--- src/rtl/if_stage_pkg.sv ---
// Shared constants for the instruction-fetch stage: default widths, reset PC,
// bubble instruction and next-PC select encoding.
package if_stage_pkg;

  localparam int unsigned DEF_WIDTH     = 32;
  localparam logic [31:0] DEF_RESET_PC  = 32'h0000_0000;
  localparam logic [31:0] DEF_NOP_INSTR = 32'h0000_0000;

  localparam logic [1:0] SEL_SEQ  = 2'd0;
  localparam logic [1:0] SEL_BR   = 2'd1;
  localparam logic [1:0] SEL_JMP  = 2'd2;
  localparam logic [1:0] SEL_HOLD = 2'd3;

endpackage

--- src/rtl/if_stage_add4.sv ---
// PC incrementer: o_sum = i_a + 4, wrapping modulo 2^SIZE.
module if_stage_add4 #(
  parameter int unsigned SIZE = 32
) (
  input  logic [SIZE-1:0] i_a,
  output logic [SIZE-1:0] o_sum
);

  assign o_sum = i_a + SIZE'(4);

endmodule

--- src/rtl/if_stage.sv ---
// Instruction-fetch stage: PC register, next-PC select, and the IF/ID pipeline
// register with a misaligned-redirect tag that follows the first fetched word.
module if_stage
  import if_stage_pkg::*;
#(
  parameter int unsigned      WIDTH     = DEF_WIDTH,
  parameter logic [WIDTH-1:0] RESET_PC  = WIDTH'(DEF_RESET_PC),
  parameter logic [WIDTH-1:0] NOP_INSTR = WIDTH'(DEF_NOP_INSTR)
) (
  input  logic             clk,
  input  logic             rst_n,
  input  logic             i_stall,
  input  logic             i_flush,
  input  logic             i_branch_taken,
  input  logic [WIDTH-1:0] i_branch_target,
  input  logic             i_jump,
  input  logic [WIDTH-1:0] i_jump_target,
  output logic [WIDTH-1:0] o_imem_addr,
  input  logic [WIDTH-1:0] i_imem_rdata,
  input  logic             i_imem_ready,
  output logic [WIDTH-1:0] o_pc,
  output logic [WIDTH-1:0] o_if_id_instr,
  output logic [WIDTH-1:0] o_if_id_pc_plus4,
  output logic             o_if_id_valid,
  output logic             o_if_id_misalign
);

  logic [WIDTH-1:0] r_pc;
  logic [WIDTH-1:0] r_instr;
  logic [WIDTH-1:0] r_pc_plus4;
  logic             r_valid;
  logic             r_misalign;
  logic             r_pend;

  logic [WIDTH-1:0] w_pc_plus4;
  logic [WIDTH-1:0] w_pc_d;
  logic [WIDTH-1:0] w_target;
  logic [WIDTH-1:0] w_instr_d;
  logic [WIDTH-1:0] w_pc_plus4_d;
  logic             w_valid_d;
  logic             w_misalign_d;
  logic             w_pend_d;
  logic             w_redirect;
  logic             w_target_mis;
  logic [1:0]       w_sel;

  if_stage_add4 #(
    .SIZE (WIDTH)
  ) u_add4 (
    .i_a   (r_pc),
    .o_sum (w_pc_plus4)
  );

  always_comb begin
    w_redirect   = i_branch_taken | i_jump;
    w_target     = i_branch_taken ? i_branch_target : i_jump_target;
    w_target_mis = |w_target[1:0];

    if (i_branch_taken)                w_sel = SEL_BR;
    else if (i_jump)                   w_sel = SEL_JMP;
    else if (i_stall || !i_imem_ready) w_sel = SEL_HOLD;
    else                               w_sel = SEL_SEQ;

    w_pc_d = r_pc;
    unique case (w_sel)
      SEL_BR:   w_pc_d = {i_branch_target[WIDTH-1:2], 2'b00};
      SEL_JMP:  w_pc_d = {i_jump_target[WIDTH-1:2], 2'b00};
      SEL_HOLD: w_pc_d = r_pc;
      SEL_SEQ:  w_pc_d = w_pc_plus4;
      default:  w_pc_d = r_pc;
    endcase
  end

  // A redirect drops the in-flight fetch, so it bubbles IF/ID just like a flush.
  always_comb begin
    w_instr_d    = r_instr;
    w_pc_plus4_d = r_pc_plus4;
    w_valid_d    = r_valid;
    w_misalign_d = r_misalign;
    w_pend_d     = r_pend;

    if (i_flush || w_redirect || (!i_stall && !i_imem_ready)) begin
      w_instr_d    = NOP_INSTR;
      w_valid_d    = 1'b0;
      w_misalign_d = 1'b0;
    end else if (!i_stall) begin
      w_instr_d    = i_imem_rdata;
      w_pc_plus4_d = w_pc_plus4;
      w_valid_d    = 1'b1;
      w_misalign_d = r_pend;
      w_pend_d     = 1'b0;
    end

    if (w_redirect) w_pend_d = w_target_mis;
  end

  always_ff @(posedge clk or negedge rst_n) begin
    if (!rst_n) begin
      r_pc       <= RESET_PC;
      r_instr    <= NOP_INSTR;
      r_pc_plus4 <= '0;
      r_valid    <= 1'b0;
      r_misalign <= 1'b0;
      r_pend     <= 1'b0;
    end else begin
      r_pc       <= w_pc_d;
      r_instr    <= w_instr_d;
      r_pc_plus4 <= w_pc_plus4_d;
      r_valid    <= w_valid_d;
      r_misalign <= w_misalign_d;
      r_pend     <= w_pend_d;
    end
  end

  assign o_imem_addr      = r_pc;
  assign o_pc             = r_pc;
  assign o_if_id_instr    = r_instr;
  assign o_if_id_pc_plus4 = r_pc_plus4;
  assign o_if_id_valid    = r_valid;
  assign o_if_id_misalign = r_misalign;

endmodule

--- config.mk ---
export PLATFORM = sky130hd
export DESIGN_NAME = if_stage
export DESIGN_NICKNAME = d
export VERILOG_FILES = /design/src/rtl/if_stage_pkg.sv /design/src/rtl/if_stage_add4.sv /design/src/rtl/if_stage.sv
export SDC_FILE = /design/constraint.sdc
export NUM_CORES = 1
export LEC_CHECK = 0
export CAP_MARGIN = 5
export CORE_ASPECT_RATIO = 1.1
export CORE_UTILIZATION = 35
export CTS_BUF_LIST = sky130_fd_sc_hd__clkbuf_16
export CTS_CLUSTER_DIAMETER = 100
export DETAILED_ROUTE_END_ITERATION = 8
export GPL_ROUTABILITY_DRIVEN = 0
export PLACE_DENSITY = 0.7
export SLEW_MARGIN = 0
export SYNTH_ARGS = -nofsm -noshare
export SYNTH_HDL_FRONTEND = slang
export SYNTH_SLANG_ARGS = --single-unit
--- constraint.sdc ---
create_clock -name clk -period 2.41 [get_ports clk]
set_input_delay 0.723 -clock clk [delete_from_list [all_inputs] [get_ports clk]]
set_output_delay 0.723 -clock clk [all_outputs]
set_load 0.02 [all_outputs]
== After elaboration in Yosys (flattened, before gate mapping) ==
Cells that the tools add are included.
Operators by class
  magnitude comparators: 0
  multiply operators: 0
  equal/unequal tests: 6
  add/sub/neg operators: 1
  mux-type cells: 14
  shift-type cells: 0
  reductions and logical operators: 10
  bitwise gates (word level): 3
  divide/modulo/power cells: 0
Operators by type and width (number)
  one-hot mux 32 bit (3 select lines): 1
  2-to-1 mux 32 bit: 2
  adder 32 x 3 -> 32 bit (second input constant): 1
  2-to-1 mux 2 bit: 4
  2-to-1 mux 1 bit: 7
  == test 2 bit (second input constant): 2
  inequality test 2 x 1 -> 1 bit (second input constant): 2
  AND reduction 2 bit: 2
  logical OR 1 bit: 3
  == test 2 x 1 -> 1 bit (second input constant): 1
  logical NOT 1 bit: 2
  logical NOT 2 bit: 1
  inequality test 2 bit (second input constant): 1
  inverter 1 bit: 2
  OR reduction 2 bit: 1
  logical AND 1 bit: 1
  OR 1 bit: 1
Word-level totals
  bits in read-only memories: 0
  logic and storage cells: 40
  bits in registers: 99
  memories kept: 0
  memory bits (writable): 0
  output and inout port bits: 130
  latch bits: 0
  input port bits: 103

== Logic depth before layout (Yosys ltp) ==
  depth after elaboration: 7
  mapped depth: 7

== Hierarchy ==
From an unflattened synthesis, not the netlist that was laid out.
Second synthesis, totals
  cell total of the unflattened synthesis: 461
  area, all modules: 4979.8 sq um
By module, submodules not included
  if_stage: cells each 378, area each 4399.2 sq um, seq. area each 2477.4 sq um, times used 1
  if_stage_add4: cells each 83, area each 580.6 sq um, seq. area each 0.0 sq um, times used 1

== Least setup slack after synthesis ==
No wires, ideal clock.
  path type: input to register
  start: input port i_stall
  end: register r_pc[15] (netlist: o_imem_addr[15])
  slack: 0.381 ns
  arrival: 1.897 ns
  buffers on the path: 0
  cell stages on the path: 5
  required time: 2.279 ns
  path through: nand2b_1 -> or4_4 -> o21a_1 -> o31ai_1 -> o21ai_1
On the way
  longest elaborated chain between the ends: 6
RTL lines
  start, declared: RTL line if_stage.sv:12  | input logic i_stall,
  logical OR 1 bit *: RTL line if_stage.sv:61  | else if (i_stall || !i_imem_ready) w_sel = SEL_HOLD;
  2-to-1 mux 2 bit *: RTL line if_stage.sv:61
  2-to-1 mux 2 bit *: RTL line if_stage.sv:60  | else if (i_jump) w_sel = SEL_JMP;
  2-to-1 mux 2 bit *: RTL line if_stage.sv:59  | if (i_branch_taken) w_sel = SEL_BR;
  == test 2 bit, or another cell as far along: RTL line if_stage.sv:65  | unique case (w_sel)
  one-hot mux 32 bit (3 select lines): RTL line if_stage.sv:65
  end signal, assigned: RTL line if_stage.sv:106  | r_pc <= w_pc_d;
  end, declared: RTL line if_stage.sv:28  | logic [WIDTH-1:0] r_pc;
Every way passes the cells marked *; elsewhere a longest branch is shown, timed or not.
A chain may end at the register's enable or synchronous reset.

== Worst setup path after layout ==
  start: register r_pc[6] (netlist: o_imem_addr[6])
  end: output port o_pc[6]
RTL lines
  end, declared: RTL line if_stage.sv:21  | output logic [WIDTH-1:0] o_pc,
No word-level cell between the ends.

==> flow_summary.html <==
<table>
<tr><th>Metric</th><th>Value</th></tr>
<tr><th colspan="2">Detailed routing</th></tr>
<tr><td>Average routed wire per standard cell</td><td>17.3 microns</td></tr>
<tr><td>Total wire length</td><td>15.8 mm</td></tr>
<tr><td>Starting DRC count in detailed routing</td><td>258</td></tr>
<tr><td>Via Count</td><td>4,674</td></tr>
<tr><td>Number of detailed-route iterations in the first pass</td><td>4</td></tr>
<tr><td>Antenna Nets Post-Route</td><td>0</td></tr>
<tr><td>DRC violations left</td><td>0</td></tr>
<tr><td>Via-per-instance ratio</td><td>5.10</td></tr>
<tr><th colspan="2">GRT</th></tr>
<tr><td>Vias in the first global route</td><td>4,686</td></tr>
<tr><td>Final global-route overflow total</td><td>0</td></tr>
<tr><td>Global-route wire length before repair</td><td>24.5 mm</td></tr>
<tr><td>Number of antenna violations at the first check in global routing</td><td>0</td></tr>
<tr><td>Maximum number of pins on one net before global-route repair</td><td>49</td></tr>
<tr><td>All-Layer GR Usage</td><td>21.5%</td></tr>
<tr><th colspan="2">Cells and area</th></tr>
<tr><td>Most common cell after layout, fill and taps aside</td><td>sky130_fd_sc_hd__clkdlybuf4s50_1</td></tr>
<tr><td>Most frequent cells in the layout</td><td>sky130_fd_sc_hd__clkdlybuf4s50_1, sky130_fd_sc_hd__dfrtp_1, sky130_fd_sc_hd__a21oi_1</td></tr>
<tr><td>Growth of design area from synthesis to finish</td><td>54.3%</td></tr>
<tr><td>Antenna cell count</td><td>0</td></tr>
<tr><td>Net count reported at finish</td><td>828</td></tr>
<tr><td>Post-layout util</td><td>55.9%</td></tr>
<tr><td>Ratio of cells with drive above 1 in the final layout</td><td>10.0%</td></tr>
<tr><th colspan="2">Setup path</th></tr>
<tr><td>Data arrival time of the critical path</td><td>1610 ps</td></tr>
<tr><td>Largest stage delay on the critical path</td><td>720 ps</td></tr>
<tr><td>Type of destination of the critical path</td><td>output port</td></tr>
<tr><td>Type of the setup path with the least slack</td><td>reg -&gt; out</td></tr>
<tr><td>Endpoint required time on the critical path</td><td>1690 ps</td></tr>
<tr><td>Cell type group with the largest total delay on the critical path</td><td>buffers and inverters</td></tr>
<tr><td>Maximum net fanout on the critical path</td><td>10</td></tr>
<tr><td>Cell breakdown of the critical path</td><td>clkdlybuf4s50_1</td></tr>
<tr><td>Launching element type of the critical path</td><td>flip-flop</td></tr>
<tr><td>Count of buffering cells on the critical path with inverters included</td><td>1</td></tr>
<tr><td>Slowest cell on crit path</td><td>sky130_fd_sc_hd__clkdlybuf4s50_1</td></tr>
<tr><th colspan="2">Run status</th></tr>
<tr><td>Run status</td><td>complete, no violations</td></tr>
<tr><th colspan="2">Clock tree</th></tr>
<tr><td>Buffer type at the clock tree root</td><td>sky130_fd_sc_hd__clkbuf_16</td></tr>
<tr><td>Max clock buf depth</td><td>2</td></tr>
<tr><td>Sink Count</td><td>95</td></tr>
<tr><td>H-Tree Level Count</td><td>3</td></tr>
<tr><td>Cts hold-fix bufs</td><td>0</td></tr>
<tr><td>Post_cts resized</td><td>0</td></tr>
<tr><td>TritonCTS Buffers</td><td>9</td></tr>
<tr><td>Clock edge transition at the registers on the reported setup and hold paths</td><td>70 ps</td></tr>
<tr><td>Skew-Pair Late Insertion Delay</td><td>340 ps</td></tr>
<tr><td>Postcts setup bufs</td><td>0</td></tr>
<tr><td>Clock tree from TritonCTS</td><td>done</td></tr>
<tr><th colspan="2">Floorplan</th></tr>
<tr><td>Core Footprint</td><td>0.0140 sq mm</td></tr>
<tr><td>Placement row count</td><td>45</td></tr>
<tr><td>Horiz. Die Dim</td><td>117 microns</td></tr>
<tr><td>Die footprint</td><td>0.0149 sq mm</td></tr>
<tr><td>DIE HEIGHT</td><td>128 microns</td></tr>
<tr><td>Initial Utilization</td><td>36.2%</td></tr>
<tr><td>Number of top-level pins</td><td>233</td></tr>
<tr><th colspan="2">Synthesis</th></tr>
<tr><td>Cell types with the largest area share after synthesis</td><td>sky130_fd_sc_hd__dfrtp_1, sky130_fd_sc_hd__a22o_1, sky130_fd_sc_hd__buf_4, sky130_fd_sc_hd__a21oi_1, sky130_fd_sc_hd__xor2_1</td></tr>
<tr><td>Dominant cell type by area after synthesis</td><td>sky130_fd_sc_hd__dfrtp_1</td></tr>
<tr><td>EDFF count, synth</td><td>0</td></tr>
<tr><td>Synth Area per Inst</td><td>9.78 sq um</td></tr>
<tr><td>Post-synthesis cell count</td><td>517</td></tr>
<tr><td>Total of warnings raised by yosys</td><td>0</td></tr>
<tr><td>Post-Synthesis Cell Area</td><td>0.00506 sq mm</td></tr>
<tr><td>FF+latch count, synth</td><td>95</td></tr>
<tr><td>Most used DFF post-synth</td><td>sky130_fd_sc_hd__dfrtp_1</td></tr>
<tr><td>Synth cell types</td><td>54</td></tr>
<tr><td>Share of flip-flops with an asynchronous set or reset after synthesis</td><td>100%</td></tr>
<tr><td>Area share of the largest cell type after synthesis</td><td>47.0%</td></tr>
<tr><td>Sequential share of the synthesized area</td><td>47.0%</td></tr>
<tr><th colspan="2">Power</th></tr>
<tr><td>Power density of the placed cells</td><td>650 mW/mm^2</td></tr>
<tr><td>Max IR drop VDD</td><td>0.000382 V</td></tr>
<tr><td>Leakage power figure</td><td>0.00323 uW</td></tr>
<tr><th colspan="2">Timing</th></tr>
<tr><td>Worst slew margin relative to its limit</td><td>36.3%</td></tr>
<tr><td>Count of final setup violators</td><td>0</td></tr>
<tr><td>Final cycle utilization of the critical path</td><td>96.7%</td></tr>
<tr><td>Final clock skew</td><td>11.9 ps</td></tr>
<tr><td>Clock period minus final worst setup slack</td><td>2330 ps</td></tr>
<tr><td>Max Transition Viols Final</td><td>0</td></tr>
<tr><td>Setup repair after global routing missed its margin</td><td>false</td></tr>
<tr><td>Slew @ Worst Pin</td><td>951 ps</td></tr>
<tr><td>Hold slack final</td><td>333 ps</td></tr>
<tr><td>Highest clock frequency the design can meet</td><td>0.429 GHz</td></tr>
<tr><td>Final hold viol count</td><td>0</td></tr>
<tr><th colspan="2">Place</th></tr>
<tr><td>Port-buffer cells</td><td>226</td></tr>
<tr><td>Detailed placer's ending HPWL</td><td>11.8 mm</td></tr>
<tr><th colspan="2">Min path</th></tr>
<tr><td>Class of the tightest hold or removal check</td><td>in -&gt; async</td></tr>
<tr><th colspan="2">Job</th></tr>
<tr><td>Count of maximum capacitance violations</td><td>0</td></tr>
</table>
==> per-layer routing <==
metal | wire length [microns] | global-route usage [%]
met1 | 6500 | 25.9
met2 | 8160 | 38.1
met3 | 991 | 4.30
met4 | 182 | 6.55
met5 | 0 | 0
==> flip-flops by register name, summed over array words and instances, names as in the netlist <==
signal	cells
o_if_id_instr	32
o_if_id_misalign	1
o_if_id_pc_plus4	30
o_if_id_valid	1
o_imem_addr	30
r_pend	1
==> stage by stage <==
step                      instance area (sq um)  worst slack [ps]  std cells  total power [uW]  setup TNS, ps
after floorplan                            5080               381        522              2780              0
after global placement                     7490              -151        901              3570           -177
after detailed placement                   7490              -158        901              3590          -1390
after CTS                                  7800              60.6        917              5130              0
after global routing                       7800              7.51        917              5320              0
final                                      7800              80.5        917              5070              0
==> cells by family (layout without fill, tap and decap cells) <==
logic type | count (synthesis) | after routing | share of synthesized area [%]
AOI/OAI and AO/OA | 162 | 162 | 20.8
xor gates and xnor gates | 39 | 39 | 6.75
adders and majority gates | 1 | 1 | 0.247
buffers and inverters | 74 | 281 | 8.61
DFF | 95 | 95 | 47.0
muxes | 8 | 8 | 1.66
other | 1 | 6 | 0.0741
and+or+nand+nor | 137 | 137 | 14.9
==> path summary, 6_finish.rpt <==
| kind | startpoint | endpoint | slack, ps | depth (start not counted) |
|---|---|---|---|---|
| max | o_imem_addr[6] | o_pc[6] | 80 | 1 |
| min | rst_n | o_if_id_pc_plus4[26] | 330 | 1 |
| max reg2reg | o_imem_addr[2] | o_if_id_pc_plus4[30] | 330 | 6 |
| min reg2reg | o_if_id_instr[16] | o_if_id_instr[16] | 500 | 1 |
| max in group asynchronous | rst_n | o_imem_addr[11] | 1500 | 2 |
| min in group clk | o_if_id_instr[16] | o_if_id_instr[16] | 500 | 1 |
==> power breakdown <==
group	internal [uW]	switching, uW	total (uW)	leakage [uW]
sequential	1790	218	2010	0.00118
clock	902	615	1520	0.000153
combinational	799	750	1550	0.00189
total	3490	1580	5070	0.00323
==> synth_stat cells, types with 3 or more instances <==
| master | n |
|---|---|
| sky130_fd_sc_hd__o22ai_1 | 4 |
| sky130_fd_sc_hd__buf_2 | 8 |
| sky130_fd_sc_hd__buf_4 | 37 |
| sky130_fd_sc_hd__a21oi_1 | 47 |
| sky130_fd_sc_hd__nand4_1 | 8 |
| sky130_fd_sc_hd__mux2i_1 | 5 |
| sky130_fd_sc_hd__nand3_1 | 15 |
| sky130_fd_sc_hd__nand2_1 | 35 |
| sky130_fd_sc_hd__nor3_1 | 4 |
| sky130_fd_sc_hd__and3_1 | 8 |
| sky130_fd_sc_hd__clkbuf_1 | 16 |
| sky130_fd_sc_hd__buf_1 | 7 |
| sky130_fd_sc_hd__a22o_1 | 43 |
| sky130_fd_sc_hd__a22oi_1 | 6 |
| sky130_fd_sc_hd__mux2_2 | 3 |
| sky130_fd_sc_hd__nand3_2 | 3 |
| sky130_fd_sc_hd__xor2_1 | 23 |
| sky130_fd_sc_hd__nand2b_1 | 3 |
| sky130_fd_sc_hd__inv_1 | 3 |
| sky130_fd_sc_hd__dfrtp_1 | 95 |
| sky130_fd_sc_hd__o21ai_0 | 38 |
| sky130_fd_sc_hd__nor2_1 | 39 |
| sky130_fd_sc_hd__a21o_1 | 12 |
| sky130_fd_sc_hd__xnor2_1 | 16 |
==> final cells by class <==
cell class | count | area, sq um
fill | 1271 | 6160
clock inverter | 7 | 88.8
sequential | 95 | 2380
inverter | 4 | 15.0
tap | 188 | 235
timing repair buffer | 261 | 2580
multi-input combinational | 353 | 2280
clock buffer | 9 | 225
Note: power is estimated with default switching activity, not from simulation.
